**src/rtl/ram_bist_pkg.sv**
```systemverilog
// ---------------------------------------------------------------------------
// ram_bist_pkg
// Shared definitions for the RAM self-test controller:
//   - default address/data widths
//   - the controller state encoding
//   - the expected-pattern function used for both writing and comparing
// ---------------------------------------------------------------------------
package ram_bist_pkg;

  localparam int DEF_ADDR_WIDTH = 2;
  localparam int DEF_DATA_WIDTH = 2;

  // Width of the state encoding, also used for the debug state output.
  localparam int STATE_W = 3;

  typedef enum logic [STATE_W-1:0] {
    ST_IDLE  = 3'd0,
    ST_WRITE = 3'd1,
    ST_READ  = 3'd2,
    ST_LAST  = 3'd3,
    ST_DONE  = 3'd4
  } bist_state_t;

  // Expected word for an address: the address (zero-extended) XOR the seed.
  // The caller size-casts the result down to its data width, which gives the
  // truncation needed when the address is wider than the data word.
  function automatic logic [31:0] exp_word(input logic [31:0] addr,
                                           input logic [31:0] seed);
    return addr ^ seed;
  endfunction

endpackage

```
**src/rtl/ram_sp_sync.sv**
```systemverilog
// ---------------------------------------------------------------------------
// ram_sp_sync
// Single-port RAM with synchronous write and registered read.
//   i_clk    : clock, all updates on the rising edge
//   i_wr_en  : 1 = write i_wdata to mem[i_addr]; read data register holds
//              0 = o_rdata <= mem[i_addr]
//   i_addr   : word address
//   i_wdata  : write data
//   o_rdata  : registered read data (one cycle after the address)
// Contents are not reset; a self-test run always rewrites every word first.
// ---------------------------------------------------------------------------
module ram_sp_sync #(
  parameter int ADDR_WIDTH = 2,
  parameter int DATA_WIDTH = 2
) (
  input  logic                  i_clk,
  input  logic                  i_wr_en,
  input  logic [ADDR_WIDTH-1:0] i_addr,
  input  logic [DATA_WIDTH-1:0] i_wdata,
  output logic [DATA_WIDTH-1:0] o_rdata
);

  localparam int DEPTH = 2 ** ADDR_WIDTH;

  logic [DATA_WIDTH-1:0] r_mem [DEPTH];
  logic [DATA_WIDTH-1:0] r_rdata;

  // Write and read are mutually exclusive per cycle, so there is no
  // read-during-write behaviour to define.
  always_ff @(posedge i_clk) begin
    if (i_wr_en) begin
      r_mem[i_addr] <= i_wdata;
    end else begin
      r_rdata <= r_mem[i_addr];
    end
  end

  assign o_rdata = r_rdata;

endmodule

```
**src/rtl/ram_bist_ctrl.sv**
```systemverilog
// ---------------------------------------------------------------------------
// ram_bist_ctrl
// Self-test controller for the board's single-port synchronous RAM. On an
// accepted start it writes exp(a) = a ^ seed to every address, reads every
// word back through the RAM's registered read port and counts miscompares.
//
// Ports:
//   clk_2           : system clock (rising edge)
//   reset_n         : asynchronous active-low reset
//   start           : level; accepted in IDLE or DONE
//   seed            : pattern seed, latched on accepted start
//   inj_en          : corrupt one write (inverted data), latched on start
//   inj_addr        : address to corrupt, latched on start
//   busy            : high in WRITE, READ, LAST
//   done            : high in DONE
//   pass            : valid while done, 1 when no miscompare
//   err_count       : miscompares in current/last run
//   first_fail_addr : lowest miscompared address, 0 if none
//   mem_addr        : RAM address driven
//   mem_wr_en       : RAM write enable driven
//   mem_wdata       : RAM write data driven (observability)
//   dbg_state       : current controller state (observability)
//
// Handshake: start is a plain level sampled on every rising edge; there is
// no ready. A start seen while busy is simply ignored, and a start held in
// DONE restarts immediately.
//
// Timing (start sampled at edge k, N words): writes on edges k+1..k+N,
// read captures on k+N+1..k+2N, final compare and done on edge k+2N+1.
// ---------------------------------------------------------------------------
module ram_bist_ctrl
  import ram_bist_pkg::*;
#(
  parameter int ADDR_WIDTH = DEF_ADDR_WIDTH,
  parameter int DATA_WIDTH = DEF_DATA_WIDTH
) (
  input  logic                  clk_2,
  input  logic                  reset_n,
  input  logic                  start,
  input  logic [DATA_WIDTH-1:0] seed,
  input  logic                  inj_en,
  input  logic [ADDR_WIDTH-1:0] inj_addr,
  output logic                  busy,
  output logic                  done,
  output logic                  pass,
  output logic [ADDR_WIDTH:0]   err_count,
  output logic [ADDR_WIDTH-1:0] first_fail_addr,
  output logic [ADDR_WIDTH-1:0] mem_addr,
  output logic                  mem_wr_en,
  output logic [DATA_WIDTH-1:0] mem_wdata,
  output logic [STATE_W-1:0]    dbg_state
);

  localparam logic [ADDR_WIDTH-1:0] LAST_ADDR = '1;

  // Controller registers
  bist_state_t           r_state;
  logic [ADDR_WIDTH-1:0] r_addr;
  logic                  r_wr_en;
  logic [DATA_WIDTH-1:0] r_seed;
  logic                  r_inj_en;
  logic [ADDR_WIDTH-1:0] r_inj_addr;
  logic                  r_busy;
  logic                  r_done;
  logic                  r_pass;
  logic [ADDR_WIDTH:0]   r_err_count;
  logic [ADDR_WIDTH-1:0] r_first_fail;

  // Datapath wires
  logic [DATA_WIDTH-1:0] w_exp_wr;
  logic [DATA_WIDTH-1:0] w_wdata;
  logic [DATA_WIDTH-1:0] w_rdata;
  logic [ADDR_WIDTH-1:0] w_cmp_addr;
  logic [DATA_WIDTH-1:0] w_exp_cmp;
  logic                  w_cmp_en;
  logic                  w_mismatch;
  logic [ADDR_WIDTH:0]   w_err_next;

  // Write data follows the registered address; the injected address gets
  // the inverted pattern so the read-back compare is guaranteed to fail.
  assign w_exp_wr = DATA_WIDTH'(exp_word(32'(r_addr), 32'(r_seed)));
  assign w_wdata  = (r_inj_en && (r_addr == r_inj_addr)) ? ~w_exp_wr : w_exp_wr;

  ram_sp_sync #(
    .ADDR_WIDTH (ADDR_WIDTH),
    .DATA_WIDTH (DATA_WIDTH)
  ) u_ram (
    .i_clk   (clk_2),
    .i_wr_en (r_wr_en),
    .i_addr  (r_addr),
    .i_wdata (w_wdata),
    .o_rdata (w_rdata)
  );

  // The read data present during a READ cycle was captured for the previous
  // address, so the compare lags the address by one. The first READ cycle
  // (address 0) has nothing to compare yet. LAST holds the address at N-1
  // and compares that final word.
  always_comb begin
    w_cmp_en   = 1'b0;
    w_cmp_addr = r_addr;
    if (r_state == ST_READ) begin
      w_cmp_en   = (r_addr != '0);
      w_cmp_addr = r_addr - 1'b1;
    end else if (r_state == ST_LAST) begin
      w_cmp_en   = 1'b1;
      w_cmp_addr = r_addr;
    end
  end

  assign w_exp_cmp  = DATA_WIDTH'(exp_word(32'(w_cmp_addr), 32'(r_seed)));
  assign w_mismatch = w_cmp_en && (w_rdata != w_exp_cmp);
  // At most N miscompares per run, so err_count (ADDR_WIDTH+1 bits) never wraps.
  assign w_err_next = r_err_count + (ADDR_WIDTH + 1)'(w_mismatch);

  always_ff @(posedge clk_2 or negedge reset_n) begin
    if (!reset_n) begin
      r_state      <= ST_IDLE;
      r_addr       <= '0;
      r_wr_en      <= 1'b0;
      r_seed       <= '0;
      r_inj_en     <= 1'b0;
      r_inj_addr   <= '0;
      r_busy       <= 1'b0;
      r_done       <= 1'b0;
      r_pass       <= 1'b0;
      r_err_count  <= '0;
      r_first_fail <= '0;
    end else begin
      case (r_state)
        ST_IDLE, ST_DONE: begin
          if (start) begin
            r_state      <= ST_WRITE;
            r_addr       <= '0;
            r_wr_en      <= 1'b1;
            r_seed       <= seed;
            r_inj_en     <= inj_en;
            r_inj_addr   <= inj_addr;
            r_busy       <= 1'b1;
            r_done       <= 1'b0;
            r_pass       <= 1'b0;
            r_err_count  <= '0;
            r_first_fail <= '0;
          end
        end

        ST_WRITE: begin
          if (r_addr == LAST_ADDR) begin
            r_state <= ST_READ;
            r_addr  <= '0;
            r_wr_en <= 1'b0;
          end else begin
            r_addr <= r_addr + 1'b1;
          end
        end

        ST_READ: begin
          if (w_mismatch) begin
            r_err_count <= w_err_next;
            // Addresses are checked in ascending order, so the first
            // miscompare of a run is also the lowest failing address.
            if (r_err_count == '0) begin
              r_first_fail <= w_cmp_addr;
            end
          end
          if (r_addr == LAST_ADDR) begin
            r_state <= ST_LAST;
          end else begin
            r_addr <= r_addr + 1'b1;
          end
        end

        ST_LAST: begin
          if (w_mismatch) begin
            r_err_count <= w_err_next;
            if (r_err_count == '0) begin
              r_first_fail <= w_cmp_addr;
            end
          end
          r_state <= ST_DONE;
          r_addr  <= '0;
          r_busy  <= 1'b0;
          r_done  <= 1'b1;
          r_pass  <= (w_err_next == '0);
        end

        default: begin
          r_state <= ST_IDLE;
          r_addr  <= '0;
          r_wr_en <= 1'b0;
          r_busy  <= 1'b0;
          r_done  <= 1'b0;
        end
      endcase
    end
  end

  assign busy            = r_busy;
  assign done            = r_done;
  assign pass            = r_pass;
  assign err_count       = r_err_count;
  assign first_fail_addr = r_first_fail;
  assign mem_addr        = r_addr;
  assign mem_wr_en       = r_wr_en;
  assign mem_wdata       = w_wdata;
  assign dbg_state       = r_state;

endmodule

```
**config.mk**
```make
export PLATFORM = sky130hd
export DESIGN_NAME = ram_bist_ctrl
export DESIGN_NICKNAME = d
export VERILOG_FILES = /design/src/rtl/ram_bist_pkg.sv /design/src/rtl/ram_sp_sync.sv /design/src/rtl/ram_bist_ctrl.sv
export SDC_FILE = /design/constraint.sdc
export NUM_CORES = 1
export LEC_CHECK = 0
export BUFFER_PORTS_ARGS = -buffer_cell sky130_fd_sc_hd__buf_2
export CORE_MARGIN = 10
export CORE_UTILIZATION = 25
export DETAILED_ROUTE_END_ITERATION = 8
export PLACE_DENSITY_LB_ADDON = 0.3
export SETUP_SLACK_MARGIN = 0.3
export SLEW_MARGIN = 40
export SYNTH_ARGS = -nofsm -noshare
export SYNTH_HDL_FRONTEND = slang
export SYNTH_HIERARCHICAL = 1
export SYNTH_SLANG_ARGS = --single-unit
```
**constraint.sdc**
```tcl
create_clock -name clk_2 -period 3.19 [get_ports clk_2]
set_input_delay 0.4785 -clock clk_2 [delete_from_list [all_inputs] [get_ports clk_2]]
set_output_delay 0.4785 -clock clk_2 [all_outputs]
set_load 0.02 [all_outputs]
```
Word-level counts from Yosys, hierarchy flattened. Memories as Yosys holds them, arrays and structs flattened. A register that Yosys moved wholly into a read port is not among the register bits. Index checks and enable logic that the tools add are counted.

Memories: 1. Bits of input ports: 8. Register bits after elaboration: 19. Word-level logic and storage cells: 80. Bits in writable memories: 8. Output and inout port bits: 16.

Multiplexer cells: 27. Bitwise logic cells: 5. Reduce and logical (&&, ||, !) cells: 20. Equal/unequal tests: 13. Add/subtract/negate cells: 3.

Memory list: u_ram.r_mem (depth 4, width 2, rd ports 1, clocked after Yosys merged registers in 1, write ports 1, line ram_sp_sync.sv:25) `logic [DATA_WIDTH-1:0] r_mem [DEPTH];`.

Operators with widths (count): $mux 3 (5); $mux 2 (7); $pmux 3 s4 (1); $logic_not 3->1 (3); $reduce_and 3->1 (3); $reduce_and 2->1 (4); $mux 1 (7); $eq 3x2->1 const B (2); $ne 2x1->1 const B (3); $ne 2x2->1 const B (3); $pmux 1 s3 (2); $pmux 2 s3 (1); $pmux 3 s2 (1); $reduce_bool 2->1 (3); $reduce_or 2->1 (3); $pmux 1 s2 (2); $pmux 2 s2 (1); $reduce_and 4->1 (1); $xor 2x2->2 (2); $add 3x1->3 (1); $eq 3x1->1 const B (1); $eq 3x3->1 const B (1); $add 2x1->2 const B (1); $eq 2x2->1 (1); other kinds (7) (9).

Depth between registers and ports, before layout.
Depth after elaboration: 8. Mapped depth: 12. Mapped depth without buffers: 12.

By module. Netlist, hierarchy kept.

Modules (own cells, without submodules): ram_bist_ctrl (sequential area each 475.5 um^2, times used 1, cells an instance 114, area each 1081.0 um^2); ram_sp_sync (sequential area each 300.3 um^2, times used 1, cells an instance 17, area each 391.6 um^2).

Least setup slack after synthesis. No wires, ideal clock.

Path type: register to register. From: reg r_addr[0], in the netlist mem_addr[0]. To: reg r_pass, in the netlist pass. Clock period less this slack: 2.477 ns. Cell stages (with the launch flop): 10. Arrival: 2.367 ns. Path buffers: 0. Setup time: 0.110 ns. Slack: 0.713 ns. Required time: 3.080 ns. Cell sequence: dfrtp_1 > inv_1 > ha_1 > inv_1 > mux2i_1 > xnor2_1 > o21ba_2 > ha_1 > ha_1 > o41ai_1.

Longest elaborated chain between the ends: 8. Elaborated cells between the ends (all ways): 10. Those cells by class: add/sub (2); eq/ne (1); mux (3); bitwise (1); reduce/logical (3).

Ends and longest elaborated chain: start: declaration (line ram_bist_ctrl.sv:58) `logic [ADDR_WIDTH-1:0] r_addr;`; start signal: assignment (line ram_bist_ctrl.sv:153) `r_addr <= r_addr + 1'b1;`; start signal: assignment (line ram_bist_ctrl.sv:169) `r_addr <= r_addr + 1'b1;`; $sub 2x1->2 (line ram_bist_ctrl.sv:104) `w_cmp_addr = r_addr - 1'b1;`; $mux 2 (line ram_bist_ctrl.sv:102) `if (r_state == ST_READ) begin`; $xor 2x2->2 (line ram_bist_pkg.sv:29) `return addr ^ seed;`; $ne 2x2->1 (line ram_bist_ctrl.sv:112) `assign w_mismatch = w_cmp_en && (w_rdata != w_exp_cmp);`; $logic_and 1x1->1 (*) (line ram_bist_ctrl.sv:112); $add 3x1->3 (*) (line ram_bist_ctrl.sv:114) `assign w_err_next = r_err_count + (ADDR_WIDTH + 1)'(w_mismatch);`; $logic_not 3->1 (*) (line ram_bist_ctrl.sv:184) `r_pass <= (w_err_next == '0);`; $pmux 1 s2 (*) (line ram_bist_ctrl.sv:130) `case (r_state)`; end signal: assignment (line ram_bist_ctrl.sv:184); end: declaration (line ram_bist_ctrl.sv:65) `logic r_pass;`.

Mark *: on every way between the ends. The rest lies on a longest branch, timed or not. A chain may end at the register's enable or synchronous reset.

Worst setup path in the final report.
From: reg r_state[2], in the netlist dbg_state[2]. To: reg r_pass, in the netlist pass.

Longest elaborated chain between the ends: 8. Elaborated cells between the ends (all ways): 17. Those cells by class: add/sub (1); eq/ne (5); mux (4); bitwise (1); reduce/logical (6).

Ends and longest elaborated chain: start: declaration (line ram_bist_ctrl.sv:57) `bist_state_t r_state;`; start signal: assignment (line ram_bist_ctrl.sv:118) `r_state <= ST_IDLE;`; start signal: assignment (line ram_bist_ctrl.sv:133) `r_state <= ST_WRITE;`; start signal: assignment (line ram_bist_ctrl.sv:149) `r_state <= ST_READ;`; $eq 3x2->1 (line ram_bist_ctrl.sv:102); $mux 2 (line ram_bist_ctrl.sv:102); $xor 2x2->2 (line ram_bist_pkg.sv:29); $ne 2x2->1 (line ram_bist_ctrl.sv:112); $logic_and 1x1->1 (line ram_bist_ctrl.sv:112); $add 3x1->3 (line ram_bist_ctrl.sv:114); $logic_not 3->1 (line ram_bist_ctrl.sv:184); $pmux 1 s2 (line ram_bist_ctrl.sv:130).

Parallel ways exist; a longest one is shown, timed or not.

==> metrics.md <==
| Metric | Value |
|---|---|
| ANT nets after route | 0 |
| Power, Total | 0.00175 W |
| Post-DP Area | 1690 um2 |
| DRC Markers | 0 |
| CTS Buffer Depth | 2 |
| Die height | 96.8 um |
| Fmax achieved | 0.413 GHz |
| Worst-margin pin slew | 504 ps |
| Core area | 5610 um2 |
| Max Cap Viol | 0 |
| Area leader, netlist | dfrtp_1 |
| Detailed-route via count | 1004 |
| Core Util, Final | 31.6% |
| CP Max Fanout | 12 |
| Post-synth top cells | dfrtp_1 (19), nand2_1 (17), edfxtp_1 (10), inv_1 (9), nor2_1 (8) |
| Die extent in x | 96.8 um |
| Setup bufs post-CTS | 0 |
| Rel. slew slack | 66.3% |
| First-pass GRT wire length | 5.03 mm |
| Clk pin slew, worst setup/hold paths | 60 ps |
| Seq/Total Area, Yosys | 52.7% |
| # port buffers | 23 |
| Final hold vios | 0 |
| Vias per Instance | 4.29 |
| Outcome | complete, no violations |
| Core Rows | 27 |
| Hold-fix buffers, CTS | 0 |
| Reg-to-reg critical path startpoint | dbg_state[2] |
| Ant. Diodes | 0 |
| Initial antenna violation count | 0 |
| Pin count of the biggest net entering global routing | 20 |
| Slew Limit Fails | 0 |
| Asr flop ratio synth | 65.5% |
| Clk_skew | 2.67 ps |
| Mean Syn Cell Area | 11.2 um2 |
| GP Congestion | 0.712 |
| Vias in the first global route | 1022 |
| Leakage | 0.804 nW |
| Period utilisation layout | 75.8% |
| PD cells | 987 nW/um2 |
| Synth warn | 6 |
| Post-Place Worst Slack | 786 ps |
| Reg-to-reg endpoint | pass |
| Area delta synth->final | 20.5% |
| Post-synth EDFFs | 10 |
| Max VDD drop | 244 uV |
| # setup viols final | 0 |
| Final instance area | 1770 um2 |
| Mapped Cells | 131 |
| CP required | 3350 ps |
| Routed len/inst | 12.4 um |
| Unrepaired setup endpoints after global routing | false |
| Die footprint | 9360 um2 |
| Post-route minimum period | 2420 ps |
| Detailed-route wire length | 2.91 mm |
| Hold Crit Class | in2async |
| Main flop type after synthesis | dfrtp_1 |
| Crit path DAT | 2580 ps |
| 1st-iter DRT viols | 84 |
| Worst R2R Path Depth | 7 |
| CP Capture Type | flop |
| CTS-repair resized insts | 0 |
| Clock Tree Root | clkbuf_8 |
| Total global-route track usage | 6.48% |
| GRT overflow | 0 |
| DRT Pass-1 Iters | 4 |
| Initial core utilization | 26.3% |
| CP Class | reg2reg |
| Dpl hpwl | 2.14 mm |
| Post-Synthesis Net Count | 144 |
| #FFs+latches synth | 29 |
| Clock Latency Late Sink | 270 ps |
| # IOs | 24 |
| Clk sinks | 29 |
| CTS tree | built |
| Largest cells by area after synthesis | dfrtp_1 (32%), edfxtp_1 (20%), nand2_1 (4.3%) |
| FF-to-FF setup slack | 770 ps |
| Synth unique cells | 32 |
| Fin Setup TNS | 0 ps |
| Post-synth top area share | 32.3% |
| Final WS setup | 771 ps |
| Fraction of layout cells with a size suffix above 1 | 26.5% |
| Syn Std Cell Area | 1470 um2 |
| Cts bufs inserted | 5 |
| Startpoint Class | flop |
| CTS H-Tree Depth | 2 |
| Post-layout net count | 174 |
| Top-count cell post-synth | dfrtp_1 |
[power by group]
part | internal, W | total, W | switching [W]
Combinational | 0.000342 | 0.000810 | 0.000469
Sequential | 0.000579 | 0.000665 | 0.0000860
Clock | 0.000146 | 0.000275 | 0.000129
Total | 0.00107 | 0.00175 | 0.000683
[kinds of logic (layout without fill, tap and decap cells)]
family,after synthesis,count (layout),synth area share [%]
flops,29,29,52.7
compound gates,21,21,8.75
buf+inv,13,44,3.31
simple gates,41,41,14.2
mux,13,13,11.5
xor+xnor,9,9,5.35
fa+ha+maj,5,5,4.25
[flip-flops by register name, summed over array words and instances (netlist names)]
signal           cells
busy                 1
r_inj_addr           2
mem_addr             2
pass                 1
err_count            3
dbg_state            3
first_fail_addr      2
r_inj_en             1
r_seed               2
mem_wr_en            1
done                 1
u_ram/o_rdata        2
u_ram/r_mem          8
[placed cells by master (no fill, tap or decap), drive strengths merged, types with 2 or more instances in the layout]
cell type / count
nand2b: 3
o21ai: 7
mux2i: 6
buf: 27
clkinv: 3
and3b: 2
nor2b: 3
nand2: 17
mux4: 2
nor2: 8
a21oi: 7
nor3b: 2
xnor2: 6
dfrtp: 19
mux2: 5
inv: 9
edfxtp: 10
xor2: 3
ha: 5
clkbuf: 5
o41ai: 2
[cell type report]
cell class,instances,area [um2]
clock inverter,3,12.5
sequential,29,776
timing repair buffer,27,145
fill,604,3830
multi-input combinational,89,648
inverter,9,33.8
clock buffer,5,68.8
tap,72,90.1
[critical path: stages (launching register included)]
cell     delay (ps)
dfrtp_1         520
nor3b_2         260
mux2i_1         310
xnor2_1         130
o21ba_2         260
ha_1            180
ha_1            290
o41ai_1         360
[how the worst max path moves through the flow]
stage	start	endpoint	slack, ps	depth (start not counted)
after detailed placement	dbg_state[2]	pass	790	7
after CTS	dbg_state[2]	pass	760	7
after global routing	dbg_state[2]	pass	570	7
after floorplan	mem_addr[0]	pass	710	9
after global placement	dbg_state[2]	pass	810	7
final	dbg_state[2]	pass	770	7
[metrics by stage]
stage	hold WS (ps)	instances
detailed placement	448	226
finish	143	234
global placement	449	226
CTS	155	234
global route	179	234
floorplan	183	131
[per-layer routing]
layer | share of wire [%] | wire, um | GRT usage [%]
met5 | 0 | 0 | 0
met4 | 1.8 | 52 | 3.38
met2 | 45 | 1320 | 9.61
met3 | 4.9 | 143 | 2.41
met1 | 48 | 1400 | 7.96
Power figures use the tool's default switching activity.
